$ cat src/rtl/key_matrix_ps2_if.sv
// Host-keyboard / CPU-side bundle for key_matrix_ps2.
// master: drives strobes, clock enable and column select, and reads rows.
// slave:  the matrix emulator.
interface key_matrix_ps2_if #(
   parameter int unsigned NUM_COLS = 8,
   parameter int unsigned NUM_ROWS = 8
);
   localparam int unsigned COL_W = (NUM_COLS > 1) ? $clog2(NUM_COLS) : 1;

   logic                clk_en;
   logic                key_strobe;
   logic                key_pressed;
   logic                key_extended;
   logic [7:0]          key_code;
   logic [COL_W-1:0]    col;
   logic [NUM_ROWS-1:0] row_bits;
   logic                key_any;
   logic                swrst;

   modport master (
      output clk_en, key_strobe, key_pressed, key_extended, key_code, col,
      input  row_bits, key_any, swrst
   );

   modport slave (
      input  clk_en, key_strobe, key_pressed, key_extended, key_code, col,
      output row_bits, key_any, swrst
   );
endinterface

$ cat src/rtl/key_matrix_ps2.sv
// PS/2 make/break strobes -> emulated Oric key matrix (one bit per cell),
// column-selected active-low row readout, and F10 hold-qualified soft reset.
// Optional build macro STUCK_KEY_EN: force-release all keys after STUCK_TICKS
// clk_en ticks with no key_strobe (recovers from lost break codes).
module key_matrix_ps2 #(
   parameter int unsigned NUM_COLS    = 8,
   parameter int unsigned NUM_ROWS    = 8,
   parameter int unsigned RST_HOLD    = 4
`ifdef STUCK_KEY_EN
   ,
   parameter int unsigned STUCK_TICKS = 2**20
`endif
) (
   input logic              clk_24,
   input logic              reset,
   key_matrix_ps2_if.slave  bus
);
   localparam int unsigned COL_W  = (NUM_COLS > 1) ? $clog2(NUM_COLS) : 1;
   localparam int unsigned HOLD_W = $clog2(RST_HOLD + 1);
`ifdef STUCK_KEY_EN
   localparam int unsigned IDLE_W = $clog2(STUCK_TICKS + 1);
`endif

   logic [NUM_COLS-1:0][NUM_ROWS-1:0] cell_q, cell_d;
   logic [NUM_ROWS-1:0]               row_bits_q, row_bits_d;
   logic                              key_any_q, key_any_d;
   logic                              swrst_q, swrst_d;
   logic                              f10_q, f10_d;
   logic [HOLD_W-1:0]                 hold_q, hold_d;
`ifdef STUCK_KEY_EN
   logic [IDLE_W-1:0]                 idle_q, idle_d;
   logic                              expire;
`endif

   logic       lk_hit;
   logic [2:0] lk_col, lk_row;
   logic       is_f10;

   // Scan-code lookup: {extended, code} -> {hit, col, row} (Oric layout).
   always_comb begin
      lk_hit = 1'b1;
      {lk_col, lk_row} = 6'd0;
      case (bus.key_code)
         // Arrows and DEL match with or without the E0 prefix.
         8'h74: {lk_col, lk_row} = {3'd4, 3'd7};  // right
         8'h72: {lk_col, lk_row} = {3'd4, 3'd6};  // down
         8'h6B: {lk_col, lk_row} = {3'd4, 3'd5};  // left
         8'h75: {lk_col, lk_row} = {3'd4, 3'd3};  // up
         8'h71: {lk_col, lk_row} = {3'd5, 3'd5};  // del
         default: begin
            if (bus.key_extended) begin
               lk_hit = 1'b0;
            end else begin
               case (bus.key_code)
                  8'h26: {lk_col, lk_row} = {3'd0, 3'd7};  // 3
                  8'h22: {lk_col, lk_row} = {3'd0, 3'd6};  // X
                  8'h16: {lk_col, lk_row} = {3'd0, 3'd5};  // 1
                  8'h2A: {lk_col, lk_row} = {3'd0, 3'd3};  // V
                  8'h2E: {lk_col, lk_row} = {3'd0, 3'd2};  // 5
                  8'h31: {lk_col, lk_row} = {3'd0, 3'd1};  // N
                  8'h3D: {lk_col, lk_row} = {3'd0, 3'd0};  // 7
                  8'h23: {lk_col, lk_row} = {3'd1, 3'd7};  // D
                  8'h15: {lk_col, lk_row} = {3'd1, 3'd6};  // Q
                  8'h76: {lk_col, lk_row} = {3'd1, 3'd5};  // ESC
                  8'h2B: {lk_col, lk_row} = {3'd1, 3'd3};  // F
                  8'h2D: {lk_col, lk_row} = {3'd1, 3'd2};  // R
                  8'h2C: {lk_col, lk_row} = {3'd1, 3'd1};  // T
                  8'h3B: {lk_col, lk_row} = {3'd1, 3'd0};  // J
                  8'h21: {lk_col, lk_row} = {3'd2, 3'd7};  // C
                  8'h1E: {lk_col, lk_row} = {3'd2, 3'd6};  // 2
                  8'h1A: {lk_col, lk_row} = {3'd2, 3'd5};  // Z
                  8'h14: {lk_col, lk_row} = {3'd2, 3'd4};  // LCTRL
                  8'h25: {lk_col, lk_row} = {3'd2, 3'd3};  // 4
                  8'h32: {lk_col, lk_row} = {3'd2, 3'd2};  // B
                  8'h36: {lk_col, lk_row} = {3'd2, 3'd1};  // 6
                  8'h3A: {lk_col, lk_row} = {3'd2, 3'd0};  // M
                  8'h52: {lk_col, lk_row} = {3'd3, 3'd7};  // '
                  8'h5D: {lk_col, lk_row} = {3'd3, 3'd6};  // backslash
                  8'h4E: {lk_col, lk_row} = {3'd3, 3'd3};  // -
                  8'h4C: {lk_col, lk_row} = {3'd3, 3'd2};  // ;
                  8'h46: {lk_col, lk_row} = {3'd3, 3'd1};  // 9
                  8'h42: {lk_col, lk_row} = {3'd3, 3'd0};  // K
                  8'h12: {lk_col, lk_row} = {3'd4, 3'd4};  // LSHIFT
                  8'h49: {lk_col, lk_row} = {3'd4, 3'd2};  // .
                  8'h41: {lk_col, lk_row} = {3'd4, 3'd1};  // ,
                  8'h29: {lk_col, lk_row} = {3'd4, 3'd0};  // SPACE
                  8'h54: {lk_col, lk_row} = {3'd5, 3'd7};  // [
                  8'h5B: {lk_col, lk_row} = {3'd5, 3'd6};  // ]
                  8'h66: {lk_col, lk_row} = {3'd5, 3'd5};  // backspace -> DEL
                  8'h11: {lk_col, lk_row} = {3'd5, 3'd4};  // LALT -> FUNCT
                  8'h4D: {lk_col, lk_row} = {3'd5, 3'd3};  // P
                  8'h44: {lk_col, lk_row} = {3'd5, 3'd2};  // O
                  8'h43: {lk_col, lk_row} = {3'd5, 3'd1};  // I
                  8'h3C: {lk_col, lk_row} = {3'd5, 3'd0};  // U
                  8'h1D: {lk_col, lk_row} = {3'd6, 3'd7};  // W
                  8'h1B: {lk_col, lk_row} = {3'd6, 3'd6};  // S
                  8'h1C: {lk_col, lk_row} = {3'd6, 3'd5};  // A
                  8'h24: {lk_col, lk_row} = {3'd6, 3'd3};  // E
                  8'h34: {lk_col, lk_row} = {3'd6, 3'd2};  // G
                  8'h33: {lk_col, lk_row} = {3'd6, 3'd1};  // H
                  8'h35: {lk_col, lk_row} = {3'd6, 3'd0};  // Y
                  8'h55: {lk_col, lk_row} = {3'd7, 3'd7};  // =
                  8'h5A: {lk_col, lk_row} = {3'd7, 3'd5};  // RETURN
                  8'h59: {lk_col, lk_row} = {3'd7, 3'd4};  // RSHIFT
                  8'h4A: {lk_col, lk_row} = {3'd7, 3'd3};  // /
                  8'h45: {lk_col, lk_row} = {3'd7, 3'd2};  // 0
                  8'h4B: {lk_col, lk_row} = {3'd7, 3'd1};  // L
                  8'h3E: {lk_col, lk_row} = {3'd7, 3'd0};  // 8
                  default: lk_hit = 1'b0;
               endcase
            end
         end
      endcase
   end

   assign is_f10 = !bus.key_extended && (bus.key_code == 8'h09);

   // Key-state, F10 hold and idle-timer next state.
   always_comb begin
      cell_d = cell_q;
      f10_d  = f10_q;
      hold_d = hold_q;

      if (bus.clk_en && f10_q && (hold_q != HOLD_W'(RST_HOLD))) begin
         hold_d = hold_q + HOLD_W'(1);
      end

`ifdef STUCK_KEY_EN
      expire = bus.clk_en && (idle_q == IDLE_W'(STUCK_TICKS - 1));
      idle_d = idle_q;
      if (bus.key_strobe || expire) begin
         idle_d = '0;
      end else if (bus.clk_en) begin
         idle_d = idle_q + IDLE_W'(1);
      end
      // Expiry clears first so a coincident strobe lands on the cleared map.
      if (expire) begin
         cell_d = '0;
         f10_d  = 1'b0;
         hold_d = '0;
      end
`endif

      if (bus.key_strobe) begin
         if (is_f10) begin
            f10_d = bus.key_pressed;
            if (!bus.key_pressed) begin
               hold_d = '0;
            end
         end else if (lk_hit) begin
            for (int unsigned c = 0; c < NUM_COLS; c++) begin
               for (int unsigned r = 0; r < NUM_ROWS; r++) begin
                  if ((32'(lk_col) == c) && (32'(lk_row) == r)) begin
                     cell_d[c][r] = bus.key_pressed;
                  end
               end
            end
         end
      end
   end

   // Output next state: row readout from pre-strobe cells, flags from new state.
   always_comb begin
      row_bits_d = row_bits_q;
      if (bus.clk_en) begin
         row_bits_d = '1;  // out-of-range column reads as no keys
         for (int unsigned c = 0; c < NUM_COLS; c++) begin
            if (bus.col == COL_W'(c)) begin
               row_bits_d = ~cell_q[c];
            end
         end
      end
      key_any_d = |cell_d;
      swrst_d   = f10_d && (hold_d == HOLD_W'(RST_HOLD));
   end

   // State registers.
   always_ff @(posedge clk_24 or posedge reset) begin
      if (reset) begin
         cell_q     <= '0;
         f10_q      <= 1'b0;
         hold_q     <= '0;
         row_bits_q <= '1;
         key_any_q  <= 1'b0;
         swrst_q    <= 1'b0;
`ifdef STUCK_KEY_EN
         idle_q     <= '0;
`endif
      end else begin
         cell_q     <= cell_d;
         f10_q      <= f10_d;
         hold_q     <= hold_d;
         row_bits_q <= row_bits_d;
         key_any_q  <= key_any_d;
         swrst_q    <= swrst_d;
`ifdef STUCK_KEY_EN
         idle_q     <= idle_d;
`endif
      end
   end

   assign bus.row_bits = row_bits_q;
   assign bus.key_any  = key_any_q;
   assign bus.swrst    = swrst_q;
endmodule

$ cat src/flat_wrapper.sv
// flat-port wrapper written by rule: the top's interface ports become plain ports
module key_matrix_ps2_flat 
#(
   parameter int unsigned NUM_COLS    = 8,
   parameter int unsigned NUM_ROWS    = 8,
   parameter int unsigned RST_HOLD    = 4

)
  (clk_24, reset, bus_clk_en, bus_key_strobe, bus_key_pressed, bus_key_extended, bus_key_code, bus_col, bus_row_bits, bus_key_any, bus_swrst);
  key_matrix_ps2_if #(.NUM_COLS(NUM_COLS), .NUM_ROWS(NUM_ROWS)) bus_i ();
  input logic clk_24;
  input logic reset;
  input wire logic [$bits(bus_i.clk_en)-1:0] bus_clk_en;
  input wire logic [$bits(bus_i.key_strobe)-1:0] bus_key_strobe;
  input wire logic [$bits(bus_i.key_pressed)-1:0] bus_key_pressed;
  input wire logic [$bits(bus_i.key_extended)-1:0] bus_key_extended;
  input wire logic [$bits(bus_i.key_code)-1:0] bus_key_code;
  input wire logic [$bits(bus_i.col)-1:0] bus_col;
  output wire logic [$bits(bus_i.row_bits)-1:0] bus_row_bits;
  output wire logic [$bits(bus_i.key_any)-1:0] bus_key_any;
  output wire logic [$bits(bus_i.swrst)-1:0] bus_swrst;
  assign bus_i.clk_en = bus_clk_en;
  assign bus_i.key_strobe = bus_key_strobe;
  assign bus_i.key_pressed = bus_key_pressed;
  assign bus_i.key_extended = bus_key_extended;
  assign bus_i.key_code = bus_key_code;
  assign bus_i.col = bus_col;
  assign bus_row_bits = bus_i.row_bits;
  assign bus_key_any = bus_i.key_any;
  assign bus_swrst = bus_i.swrst;
  key_matrix_ps2 #(.NUM_COLS(NUM_COLS), .NUM_ROWS(NUM_ROWS), .RST_HOLD(RST_HOLD)) u_core (.clk_24(clk_24), .reset(reset), .bus(bus_i));
endmodule
$ cat config.mk
export PLATFORM = sky130hd
export DESIGN_NAME = key_matrix_ps2_flat
export DESIGN_NICKNAME = d
export VERILOG_FILES = /design/src/rtl/key_matrix_ps2_if.sv /design/src/rtl/key_matrix_ps2.sv /design/src/flat_wrapper.sv
export SDC_FILE = /design/constraint.sdc
export NUM_CORES = 1
export LEC_CHECK = 0
export CAP_MARGIN = 25
export CORE_UTILIZATION = 30
export DETAILED_ROUTE_END_ITERATION = 10
export DONT_BUFFER_PORTS = 1
export HOLD_SLACK_MARGIN = 0.12
export PLACE_DENSITY_LB_ADDON = 0.2
export SLEW_MARGIN = 20
export SYNTH_ARGS = -nofsm -noshare
export SYNTH_HDL_FRONTEND = slang
export SYNTH_SLANG_ARGS = --single-unit
$ cat constraint.sdc
create_clock -name clk_24 -period 4 [get_ports clk_24]
set_input_delay 0.6 -clock clk_24 [delete_from_list [all_inputs] [get_ports clk_24]]
set_output_delay 0.6 -clock clk_24 [all_outputs]
set_load 0.02 [all_outputs]
==> results.md <==
- Max-Slew Margin vs Limit: between 50 and 60%
- Worst slew pin tran: about 0.67 ns
- Post-CTS Setup Bufs: 0
- Crit path time final: between 3 and 4 ns
- Fin. max-slew vios: 0
- Number of I/O pins: 27
- Instance count of the mapped netlist: a little under 700
- Nets: a little under 800
- Synth unique cells: 86
- Post-route insts no fill: around 1,000
- Dpl cells: 1,006
- Worst Path Required: 4.21 ns
- Worst min path class: input port to asynchronous set/reset pin
- Setup Total Neg Slack: 0 ns
- Tot GR Track Use: a little over a fifth
- First-pass iteration count of the detailed router: 5
- Ant diodes: 0
- Max VDD drop: between 0.2 and 0.25 mV
- Prevailing post-synth register cell: dfrtp_1
- FF+latch area: ~0.002 mm^2
- Max-capacitance violation count: 0
- WL/cell: approximately 21 um
- DR vias: ~6,000
- PostCTS Resize Cnt: 0
- Commonest non-fill, non-tap cell in the layout: buf_4
- Clk buf depth: 2
- Dpl hpwl: between 15,000 and 20,000 um
- Clock slew at reported path FFs: 0.06 ns
- Routability congestion estimate: around 0.90
- Slowest stage delay, CP: between 0.5 and 0.6 ns
- First-pass GRT wire length: 33,350 um
- # port buffers: 0
- Vias in the first global route: 5,656
- Synth Warn #: 0
- CP Data Arrival Time: 4.07 ns
- Cell Rows: about 50
- Mapped Nets: around 700
- Seq/Total Area, Yosys: between 30% and 40%
- Syn avg cell area: approximately 8.8 um^2
- Initial core utilization: slightly above 30%
- Largest net degree at the start of global routing: between 40 and 50
- # DRC: 0
- Final setup fails: 0
- Detailed Route WL: roughly 21,000 um
- Core Region: 0.01946 mm^2
- Ys async rst share: 100.0%
- Mapped Area: between 0.005 and 0.006 mm^2
- Synthesis-to-finish area growth: 24.54%
- Outcome: finished, final reports clean
- CTS H-tree lvls: 3
- Die Wd: about 140 um
- Worst-path fanout max: 27
- Crit path top cell by count: buf_4
- Fill count: slightly below 2,000
- CTS Buf Count: 9
- Final period util: a little over nine tenths
- Skew-Pair Late Insertion Delay: between 0.3 and 0.4 ns
- Most frequent cells in the layout: buf_4, dfrtp_1, o21ai_0, nor2_1, o31ai_1
- Synth Register Bits: 78
- Multi-input logic area: 0.003724 mm^2
- CTS Sinks: 78
- Clk root buf: clkbuf_16
- Initial antenna violation count: 0
- RSZ-0062 raised after global routing: no
- PwrDens: 299.0 mW/mm^2
- Worst path cell trace: or4b_1, a2111oi_2, a211oi_1, and4b_1, buf_4, nand4b_1, buf_4, nor2_1, nand2_1, mux2_2, nor4_1, nand3_1, or4_1
- WS Path Type: input port to register
- Worst Skew: approximately 0.006 ns
- Worst R2R Path Depth: 6
- Achievable Freq: between 200 and 300 MHz
- Die Ht: about 140 um
- DRT iter0 DRCs: 581
- CTS Hold Bufs: 0
- CP max-delay cell: or4b_1
- Startpoint Class: input port
- Final hold violations: 0
- Post-synth EDFFs: 0
- Static Leak: between 3 and 4 nW
- GR Overflow Total: 0
- Share of layout cells above drive strength 1: a little under 30%
- CP Capture Type: register
- Number of routed nets with antenna violations: 0
- CTS tree: yes
- Die area: 0.02038 mm^2
- Vias per cell: around 6
-- cells by family after synthesis --
logic type                 share of synthesized area, %
DFF                                               33.00
adders and majority gates                        0.4209
muxes                                             8.462
buffers and inverters                             6.504
AOI/OAI and AO/OA                                 25.01
and+or+nand+nor                                   25.87
xor gates and xnor gates                         0.7367
-- cells in the mapped netlist, types with 4 or more instances --
master	instances	share of area, %
a22oi_1	8	1.0
a21o_1	9	1.1
nand2_1	37	2.3
buf_4	9	1.1
a211oi_1	6	0.76
or4b_1	4	0.67
o22ai_1	5	0.53
nor3_1	24	2.0
a21oi_1	22	1.9
or3_1	5	0.53
buf_1	4	0.25
buf_2	16	1.3
a22o_1	5	0.74
o211ai_1	9	1.1
nand3_1	27	2.3
nor4bb_1	4	0.67
nor3b_1	13	1.6
nor2_1	46	2.9
nand3b_1	9	1.1
o31ai_1	40	5.1
o21ai_0	52	4.4
mux4_2	6	2.3
mux2i_1	12	2.0
buf_6	4	0.76
nor4_1	14	1.5
o21ai_1	6	0.51
or4_1	7	0.88
clkbuf_1	32	2.0
xnor2_1	4	0.59
and3b_1	4	0.59
nand2b_1	15	1.6
dfstp_2	8	3.5
nand4_1	6	0.63
inv_1	12	0.76
dfrtp_1	70	29
mux2_2	22	4.2
nand4b_1	5	0.74
o32ai_1	4	0.59
nor2b_1	15	1.6
-- sequential cells by signal, summed over array words and instances (netlist names) --
register	cells
u_core.cell_q	64
u_core.hold_q	3
u_core.f10_q	1
u_core.bus.swrst	1
u_core.bus.key_any	1
u_core.bus.row_bits	8
-- through the flow --
| stage | area (um^2) | setup slack [ns] | total power [mW] | util, % | hold WS [ns] |
|---|---|---|---|---|---|
| final | 7403 | 0.1331 | 2.213 | 38.04 | 0.1681 |
| after detailed placement | 7012 | -0.2702 | 1.315 | 36.03 | 0.3867 |
| after floorplan | 6038 | -0.1014 | 1.179 | - | 0.4384 |
| after CTS | 7336 | 0.06875 | 2.218 | 37.69 | 0.1885 |
| after global routing | 7403 | 0.006707 | 2.307 | 38.04 | 0.2017 |
| after global placement | 6992 | -0.1993 | 1.311 | 35.92 | 0.3860 |
-- area by class of cell --
| cell class | instances | area share (%) |
|---|---|---|
| inverter | 12 | 0.6253 |
| clock buffer | 11 | 3.279 |
| tap | 265 | 4.479 |
| timing repair buffer | 132 | 13.72 |
| sequential | 78 | 26.50 |
| multi-input combinational | 519 | 50.30 |
| clock inverter | 5 | 1.099 |
-- worst max-delay path, delay by kind of cell --
family	cells	cell delay (ns)
mux	1	0.30
buf+inv	2	0.39
simple gates	8	2.45
compound gates	2	0.32
-- power breakdown --
group | internal [mW] | leakage, nW | switching [mW] | total, mW
logic | 0.201 | 1.92 | 0.230 | 0.431
registers | 0.837 | 1.05 | 0.0463 | 0.884
clock network | 0.565 | 0.156 | 0.334 | 0.899
-- layer usage --
| layer | global-route usage (%) | up-vias | wire, um |
|---|---|---|---|
| li1 | - | 2741 | - |
| met1 | 31.60 | 2968 | 10150 |
| met2 | 31.71 | 233 | 9225 |
| met3 | 4.460 | 37 | 1585 |
| met4 | 5.376 | 0 | 414 |
| met5 | 0 | - | 0 |
-- path summary, 6_finish.rpt --
path / start / to / slack (ns)
min in group clk_24: bus_clk_en / u_core.bus.row_bits[0] / 0.32
worst min-delay path: reset / u_core.cell_q[29] / 0.17
worst max register to register: u_core.cell_q[34] / u_core.bus.key_any / 1.72
max in group asynchronous: reset / u_core.cell_q[23] / 3.15
worst min register to register: u_core.cell_q[4] / u_core.cell_q[4] / 0.40
worst max-delay path: bus_key_code[5] / u_core.bus.key_any / 0.13
Power figures use the tool's default switching activity.
